## src/rtl/alu_pkg.sv

```systemverilog
// alu_pkg: shared definitions for the multicycle ALU.
//   - Opcode constants ALU_ADD .. ALU_REM (4-bit alu_func encodings)
//   - FSM state type alu_state_t (IDLE, DIV)
//   - Bit positions of the flags inside the packed flag register
// No ports; imported by alu_multicycle and alu_divider.
package alu_pkg;

   localparam logic [3:0] ALU_ADD = 4'b0000;
   localparam logic [3:0] ALU_SUB = 4'b0001;
   localparam logic [3:0] ALU_AND = 4'b0010;
   localparam logic [3:0] ALU_OR  = 4'b0011;
   localparam logic [3:0] ALU_XOR = 4'b0100;
   localparam logic [3:0] ALU_SHL = 4'b0101;
   localparam logic [3:0] ALU_SHR = 4'b0110;
   localparam logic [3:0] ALU_NOT = 4'b0111;
   localparam logic [3:0] ALU_DIV = 4'b1000;
   localparam logic [3:0] ALU_REM = 4'b1001;

   typedef enum logic {
      IDLE = 1'b0,
      DIV  = 1'b1
   } alu_state_t;

   localparam int FLAG_C    = 0;
   localparam int FLAG_Z    = 1;
   localparam int FLAG_V    = 2;
   localparam int FLAG_S    = 3;
   localparam int NUM_FLAGS = 4;

endpackage

```

## src/rtl/alu_divider.sv

```systemverilog
// alu_divider: iterative unsigned restoring divider, one quotient bit per
// clock, MSB first. Only instantiated when ALU_DIV_EN is defined.
// Ports:
//   clk, reset            clock, asynchronous active-high reset
//   load                  capture dividend/divisor and start iterating
//   dividend, divisor     operands (divisor must be non-zero)
//   quotient, remainder   result of the step taken on the current clock;
//                         they are the final results while last is high
//   last                  high during the cycle whose edge performs the
//                         final (WIDTH-th) iteration
module alu_divider
   import alu_pkg::*;
#(
   parameter int WIDTH = 16
) (
   input  logic             clk,
   input  logic             reset,
   input  logic             load,
   input  logic [WIDTH-1:0] dividend,
   input  logic [WIDTH-1:0] divisor,
   output logic [WIDTH-1:0] quotient,
   output logic [WIDTH-1:0] remainder,
   output logic             last
);

   localparam int CW = $clog2(WIDTH);

   logic [WIDTH-1:0] rem_reg;
   logic [WIDTH-1:0] quo_reg;   // dividend bits shift out the top, quotient bits in the bottom
   logic [WIDTH-1:0] dvs_reg;
   logic [CW-1:0]    count_reg;
   logic             active_reg;

   logic [WIDTH:0]   trial;
   logic             fits;

   // One restoring step: shift the next dividend bit into the partial
   // remainder and subtract the divisor if it fits. The partial remainder
   // is always below the divisor, so the surviving value fits in WIDTH bits.
   always_comb begin
      trial     = {rem_reg, quo_reg[WIDTH-1]} - {1'b0, dvs_reg};
      fits      = ~trial[WIDTH];
      remainder = fits ? trial[WIDTH-1:0] : {rem_reg[WIDTH-2:0], quo_reg[WIDTH-1]};
      quotient  = {quo_reg[WIDTH-2:0], fits};
   end

   assign last = active_reg && (count_reg == CW'(WIDTH - 1));

   always_ff @(posedge clk or posedge reset) begin
      if (reset) begin
         rem_reg    <= '0;
         quo_reg    <= '0;
         dvs_reg    <= '0;
         count_reg  <= '0;
         active_reg <= 1'b0;
      end else if (load) begin
         rem_reg    <= '0;
         quo_reg    <= dividend;
         dvs_reg    <= divisor;
         count_reg  <= '0;
         active_reg <= 1'b1;
      end else if (active_reg) begin
         rem_reg   <= remainder;
         quo_reg   <= quotient;
         count_reg <= count_reg + CW'(1);
         if (last) begin
            active_reg <= 1'b0;
         end
      end
   end

endmodule

```

## src/rtl/alu_multicycle.sv

```systemverilog
// alu_multicycle: registered ALU with start/busy/done handshake.
// Logic, add/sub and shift ops finish one clock after start; DIV/REM use
// the iterative alu_divider and take WIDTH+1 clocks (divide-by-zero is
// resolved in one clock).
// Build option: define ALU_DIV_EN to compile in the divider and DIV state;
// without it opcodes 1000/1001 behave as unknown opcodes and busy stays 0.
// Ports:
//   clk, reset          clock, asynchronous active-high reset
//   start               issue request, accepted only while busy is low
//   cin                 carry/borrow in for ADD/SUB
//   alu_a, alu_b        operands (a: addend/subtrahend/divisor,
//                       b: dest/minuend/dividend)
//   alu_func            opcode
//   busy                divide in progress
//   done                one-cycle pulse, result and flags valid from here
//   alu_out             registered result, held until the next done
//   c, z, v, s          registered flags, updated only with done
module alu_multicycle
   import alu_pkg::*;
#(
   parameter int WIDTH = 16
) (
   input  logic             clk,
   input  logic             reset,
   input  logic             start,
   input  logic             cin,
   input  logic [WIDTH-1:0] alu_a,
   input  logic [WIDTH-1:0] alu_b,
   input  logic [3:0]       alu_func,
   output logic             busy,
   output logic             done,
   output logic [WIDTH-1:0] alu_out,
   output logic             c,
   output logic             z,
   output logic             v,
   output logic             s
);

   alu_state_t           state_reg;
   logic                 busy_reg;
   logic                 done_reg;
   logic [WIDTH-1:0]     out_reg;
   logic [NUM_FLAGS-1:0] flags_reg;

   logic [WIDTH:0]       sum_wide;
   logic [WIDTH:0]       diff_wide;
   logic [WIDTH-1:0]     op_res;
   logic                 op_c;
   logic                 op_v;
   logic [WIDTH-1:0]     wb_res;
   logic                 wb_c;
   logic                 wb_v;
   logic [NUM_FLAGS-1:0] wb_flags;

`ifdef ALU_DIV_EN
   logic                 rem_sel_reg;
   logic                 div_iter;
   logic                 div_load;
   logic [WIDTH-1:0]     div_quo;
   logic [WIDTH-1:0]     div_rem;
   logic                 div_last;

   // Only a non-zero divisor needs the iterative path.
   assign div_iter = ((alu_func == ALU_DIV) || (alu_func == ALU_REM)) && (alu_a != '0);
   assign div_load = (state_reg == IDLE) && start && div_iter;

   alu_divider #(
      .WIDTH (WIDTH)
   ) u_divider (
      .clk       (clk),
      .reset     (reset),
      .load      (div_load),
      .dividend  (alu_b),
      .divisor   (alu_a),
      .quotient  (div_quo),
      .remainder (div_rem),
      .last      (div_last)
   );
`endif

   // Single-cycle datapath, evaluated on the live inputs so the result is
   // captured on the same edge that accepts the request.
   always_comb begin
      sum_wide  = {1'b0, alu_b} + {1'b0, alu_a} + {{WIDTH{1'b0}}, cin};
      diff_wide = {1'b0, alu_b} - {1'b0, alu_a} - {{WIDTH{1'b0}}, cin};
      op_res    = '0;
      op_c      = 1'b0;
      op_v      = 1'b0;
      case (alu_func)
         ALU_ADD: begin
            op_res = sum_wide[WIDTH-1:0];
            op_c   = sum_wide[WIDTH];
            op_v   = (alu_a[WIDTH-1] == alu_b[WIDTH-1]) && (sum_wide[WIDTH-1] != alu_b[WIDTH-1]);
         end
         ALU_SUB: begin
            op_res = diff_wide[WIDTH-1:0];
            op_c   = diff_wide[WIDTH];   // wraps negative exactly when b < a+cin
            op_v   = (alu_a[WIDTH-1] != alu_b[WIDTH-1]) && (diff_wide[WIDTH-1] != alu_b[WIDTH-1]);
         end
         ALU_AND: op_res = alu_a & alu_b;
         ALU_OR:  op_res = alu_a | alu_b;
         ALU_XOR: op_res = alu_a ^ alu_b;
         ALU_SHL: begin
            op_res = {alu_b[WIDTH-2:0], 1'b0};
            op_c   = alu_b[WIDTH-1];
         end
         ALU_SHR: begin
            op_res = {1'b0, alu_b[WIDTH-1:1]};
            op_c   = alu_b[0];
         end
         ALU_NOT: op_res = ~alu_b;
`ifdef ALU_DIV_EN
         // Used only for a divide by zero; otherwise the divider result wins.
         ALU_DIV: begin
            op_res = '1;
            op_v   = 1'b1;
         end
         ALU_REM: begin
            op_res = alu_b;
            op_v   = 1'b1;
         end
`endif
         default: op_res = '0;
      endcase
   end

   // Result/flag writeback source: divider while dividing, else the
   // single-cycle datapath.
   always_comb begin
      wb_res = op_res;
      wb_c   = op_c;
      wb_v   = op_v;
`ifdef ALU_DIV_EN
      if (state_reg == DIV) begin
         wb_res = rem_sel_reg ? div_rem : div_quo;
         wb_c   = 1'b0;
         wb_v   = 1'b0;
      end
`endif
      wb_flags         = '0;
      wb_flags[FLAG_C] = wb_c;
      wb_flags[FLAG_Z] = (wb_res == '0);
      wb_flags[FLAG_V] = wb_v;
      wb_flags[FLAG_S] = wb_res[WIDTH-1];
   end

   always_ff @(posedge clk or posedge reset) begin
      if (reset) begin
         state_reg   <= IDLE;
         busy_reg    <= 1'b0;
         done_reg    <= 1'b0;
         out_reg     <= '0;
         flags_reg   <= '0;
`ifdef ALU_DIV_EN
         rem_sel_reg <= 1'b0;
`endif
      end else begin
         done_reg <= 1'b0;
         case (state_reg)
            IDLE: begin
               if (start) begin
`ifdef ALU_DIV_EN
                  if (div_iter) begin
                     state_reg   <= DIV;
                     busy_reg    <= 1'b1;
                     rem_sel_reg <= (alu_func == ALU_REM);
                  end else
`endif
                  begin
                     done_reg  <= 1'b1;
                     out_reg   <= wb_res;
                     flags_reg <= wb_flags;
                  end
               end
            end
`ifdef ALU_DIV_EN
            DIV: begin
               if (div_last) begin
                  state_reg <= IDLE;
                  busy_reg  <= 1'b0;
                  done_reg  <= 1'b1;
                  out_reg   <= wb_res;
                  flags_reg <= wb_flags;
               end
            end
`endif
            default: state_reg <= IDLE;
         endcase
      end
   end

   assign busy    = busy_reg;
   assign done    = done_reg;
   assign alu_out = out_reg;
   assign c       = flags_reg[FLAG_C];
   assign z       = flags_reg[FLAG_Z];
   assign v       = flags_reg[FLAG_V];
   assign s       = flags_reg[FLAG_S];

endmodule

```

## config.mk

```make
export PLATFORM = sky130hd
export DESIGN_NAME = alu_multicycle
export DESIGN_NICKNAME = d
export VERILOG_FILES = /design/src/rtl/alu_pkg.sv /design/src/rtl/alu_divider.sv /design/src/rtl/alu_multicycle.sv
export SDC_FILE = /design/constraint.sdc
export NUM_CORES = 1
export LEC_CHECK = 0
export CORE_MARGIN = 2
export CORE_UTILIZATION = 40
export DETAILED_ROUTE_END_ITERATION = 6
export PLACE_DENSITY = 0.62
export SYNTH_ARGS = -nofsm -noshare
export SYNTH_HDL_FRONTEND = slang
export SYNTH_HIERARCHICAL = 1
export SYNTH_SLANG_ARGS = --single-unit
```

## constraint.sdc

```tcl
create_clock -name clk -period 2.05 [get_ports clk]
set_input_delay 0.41 -clock clk [delete_from_list [all_inputs] [get_ports clk]]
set_output_delay 0.41 -clock clk [all_outputs]
set_load 0.01 [all_outputs]
```

Yosys cells after proc, flatten, opt, wreduce, memory -nomap -nowiden
Cells that the tools add are included.

$add $sub $neg: 4. Multiplexer cells: 4. Reductions and logical operators: 4. Equal/unequal tests: 11. Bitwise operators: 4.

Operator list (count): $pmux W16 S8 (1); $add A16 B16 Y17 (1); $add A17 B1 Y17 (1); $sub A16 B16 Y17 (1); $sub A17 B1 Y17 (1); $and A16 B16 Y16 (1); $eq A4 B3 Y1 const B (4); $logic_not A16 Y1 (1); $not A16 Y16 (1); $or A16 B16 Y16 (1); $xor A16 B16 Y16 (1); $eq A4 B2 Y1 const B (2); $eq A4 B1 Y1 const B (1); $logic_not A4 Y1 (1); $pmux W1 S4 (1); $ne A1 B1 Y1 (3); $logic_and A1 B1 Y1 (2); $pmux W1 S2 (1); $eq A1 B1 Y1 (1); $mux W1 (1).

Output and inout bits: 22. Register bits: 21. Input port bits: 40. Word-level logic and storage cells: 30.

Longest topological paths before layout
Word-level depth: 5. Depth in mapped cells: 13. Depth with buffers taken out: 12.

Worst setup path before layout
OpenSTA, ideal clock, no wires.

Path kind: input -> register. Start: input cin. End: register flags_reg[1]. Data arrival time: 2.915 ns. Stages on the path: 11. Slack: -0.961 ns. Data required time: 1.955 ns. Setup time: 0.095 ns. Path buffers: 0. Cells stage by stage: inv_1 > fa_1 > fa_1 > o21ai_1 > a22oi_1 > a211oi_1 > a21oi_1 > a2111oi_2 > o311a_1 > nand4_1 > o32ai_2.

Cells in the longest elaborated chain, start to end: 3. Elaborated cells on any way between the ends: 4. Classes of those cells: 2 x add/sub; 1 x mux; 1 x reduce/logical.

RTL lines: start, declared (line alu_multicycle.sv:26) `input logic cin,`; $sub A17 B1 Y17 / $add A17 B1 Y17 (equally long branches) (line alu_multicycle.sv:85, alu_multicycle.sv:84); $pmux W16 S8 (*) (line alu_multicycle.sv:89) `case (alu_func)`; $logic_not A16 Y1 (*) (line alu_multicycle.sv:142) `wb_flags[FLAG_Z] = (wb_res == '0);`; end signal, assigned (line alu_multicycle.sv:172) `flags_reg <= wb_flags;`; end, declared (line alu_multicycle.sv:43) `logic [NUM_FLAGS-1:0] flags_reg;`.

Every way passes the cells marked *; elsewhere a longest branch is shown, timed or not. A chain may end at the register's enable or synchronous reset.

Final worst setup path
Ends and elaborated chain as after synthesis.

==> qor.txt <==
status = finished, violations left
failing checks = setup timing
post-synth top area share = 19.41%
register bit count reported by yosys = 20
DR DRC count = 0
WS Path Type = input pin to flop
DR iter-0 viols = 211
CP Launch Type = input pin
Distinct cells, synth = 69
fin crit share = 139.3%
measured slew at the worst slew-check pin = 536.6 ps
Hold Path Class = input pin to async pin
max cap viols = 0
largest area contributor in the netlist = ha_1
RD Place Congestion = 0.9472
most frequent cell after synthesis = ha_1
Die W = 104.0 um
Core Area = 0.009729 sq mm
GRT Total Usage = 30.21%
crit path buf inv count = 2
Synth top cells by count = ha_1 (62), inv_1 (59), a21oi_1 (39), nor2_1 (39), o21ai_0 (24)
CTS Buf Count = 3
syn_area_per_cell = 7.730 sq um
syn nets = 623
area growth from synthesis to layout = 82.65%
Synth Area in Simple Gates = 17.72%
Fin. Hold Viols = 0
grt ovf = 0
TNS Setup = -7953 ps
CP cell instances = buf_8, inv_8, fa_2, fa_2, o21ai_4, a22oi_2, a211oi_2, a21oi_2, a2111oi_4, o311a_4, nand4_1, o32ai_2
Std-Cell Rows = 36
RSZ-0062 raised after global routing = true
# IOs = 62
routed len/inst = 18.92 um
Setup WS post-layout = -806.6 ps
fin. max-slew vios = 0
worst skew pair latency = 260 ps
initial antenna violation count = 0
reg2reg start = alu_out[6]
CP dominant cell by count = fa_2
Num Clock Sinks = 20
compound-gate portion of the synthesized area = 27.90%
kind of end point of the critical path = flop
routed wire length = 17.14 mm
Synth Area in Adders = 21.42%
worst slack, placed = -1670 ps
Routed Antenna Nets = 0
vias per cell = 5.764
setup violators final = 16
max FFs per register = 15
Post-Syn Area = 0.003996 sq mm
hold slack = 467.2 ps
CTS H-tree depth = 1
multiplexer area fraction after synthesis = 7.326%
first-pass GRT wire length = 26.80 mm
Mapped Cells = 517
clock slew seen by the registers of the worst setup and hold paths = 80 ps
Req. time, crit path = 2220 ps
met3 WL post-DR = 1.079 mm
CP Max Fanout = 3
CP max stage delay = 390 ps
number of global-route vias before repair = 5,368
CP delay by family, top = compound AO/OA/AOI/OAI gates
Seq/Total Area, Yosys = 12.52%
layout cells sized above 1 = 51.88%
worst path arrival time = 3030 ps
Static Leakage = 0.003250 uW
Core Util, Final = 75.03%
R2R Setup Slk = 1280 ps
commonest register cell after synthesis = dfrtp_1
Setup crit start = cin
fmax = 0.3501 GHz
Root Buffer = clkbuf_8
P per Cell Area = 422.8 mW/mm^2
CTS tree = done
CP max-delay cell = fa_2
Slew headroom = 63.74%
height of the die = 104.0 um
EDFF count, synth = 0
Clock Skews = 0 ps
R2R cell count = 1
IO Port Bufs = 60
Worst IR Drop VDD = 371.1 uV
DIE AREA = 0.01081 sq mm
met2 wire length = 8.762 mm
largest net degree at the start of global routing = 34
routed vias = 5,222
worst r2r dst = alu_out[6]
top sig layer = met4
post-DP HPWL = 12.67 mm
Total Power = 3086 uW
Layout Nets = 880
synth top area cells = ha_1 (19%), dfrtp_1 (13%), inv_1 (5.5%)
ys async rst share = 100.0%
WL met1 = 6.500 mm
Fill cells = 732
largest family of logic cells by synthesized area = compound AO/OA/AOI/OAI gates
Initial Util = 41.08%
clock buffer depth = 2
number of detailed-route iterations in the first pass = 4
XOR/XNOR Fraction of Synth Area = 4.164%
Ant. Diodes = 0
Yosys warning count = 8
crit path time final = 2857 ps
## cells in the final DEF (no fill, tap or decap), types with 6 or more instances in the layout
cell type        instances
a21o_1                   7
buf_6                   20
inv_1                   26
o211ai_1                 6
clkbuf_2                 6
nor3_1                   7
mux2i_1                 18
dlygate4sd2_1           11
buf_4                  194
inv_2                   31
ha_4                    31
nand4_1                  6
xnor2_1                 11
o21ai_2                  9
a211oi_2                 7
nor3_2                   6
dfrtp_1                 20
o22ai_1                  8
a21oi_2                 14
nand2b_1                 7
nand2_1                 22
clkdlybuf4s50_1         30
ha_1                    28
nor2_1                  36
nor2b_1                  6
a21oi_1                 23
xor2_1                   7
o21ai_0                 15
## report_power, final
group          total (uW)  leakage [uW]  internal (uW)  switching [uW]
sequential            469      0.000249            441            28.0
combinational        2310       0.00297           1210            1090
clock                 311     0.0000288            171             140
## final cells by class
class	count	area (sq um)	area share (%)
multi-input combinational	413	4063	55.66
timing repair buffer	276	2277	31.20
sequential	20	500.5	6.856
inverter	60	237.7	3.257
tap	133	166.4	2.280
clock buffer	4	55.05	0.7542
## worst min-delay path, stage by stage
cell and delay (ps):
clkdlybuf4s50_1 390, inv_1 50, buf_4 270
## worst max path at each step
| stage | to | slack (ps) | cells after the start |
|---|---|---|---|
| after global routing | flags_reg[1] | -890 | 13 |
| after floorplan | flags_reg[1] | -690 | 11 |
| final | flags_reg[1] | -810 | 12 |
| after CTS | flags_reg[1] | -820 | 12 |
| after detailed placement | flags_reg[1] | -1670 | 13 |
| after global placement | flags_reg[1] | -1690 | 13 |
## stage by stage
step	instance area [sq um]	std cells
floorplan	4267	517
global placement	6374	878
detailed placement	6374	878
CTS	7148	903
global route	7300	906
finish	7300	906
## cells by family after synthesis
group / Yosys count
other: 1
adders and majority gates: 66
and+or+nand+nor: 137
DFF: 20
xor gates and xnor gates: 19
AOI/OAI and AO/OA: 162
muxes: 28
buffers and inverters: 84
## per-layer routing
metal  track usage [%]  up-vias
met3             3.509       69
met5                 0        -
met2             54.98      261
met1             35.36     2497
met4             13.61        0
li1                  -     2395
## timing repair
action,4_1_cts,5_1_grt
endpoints found under the setup margin,19,19
gates cloned,0,0
gates resized for setup,204,44
setup buffers,29,10
hold buffers,0,0
pin swaps,87,38
No activity file was read; power rests on OpenSTA's default activity.
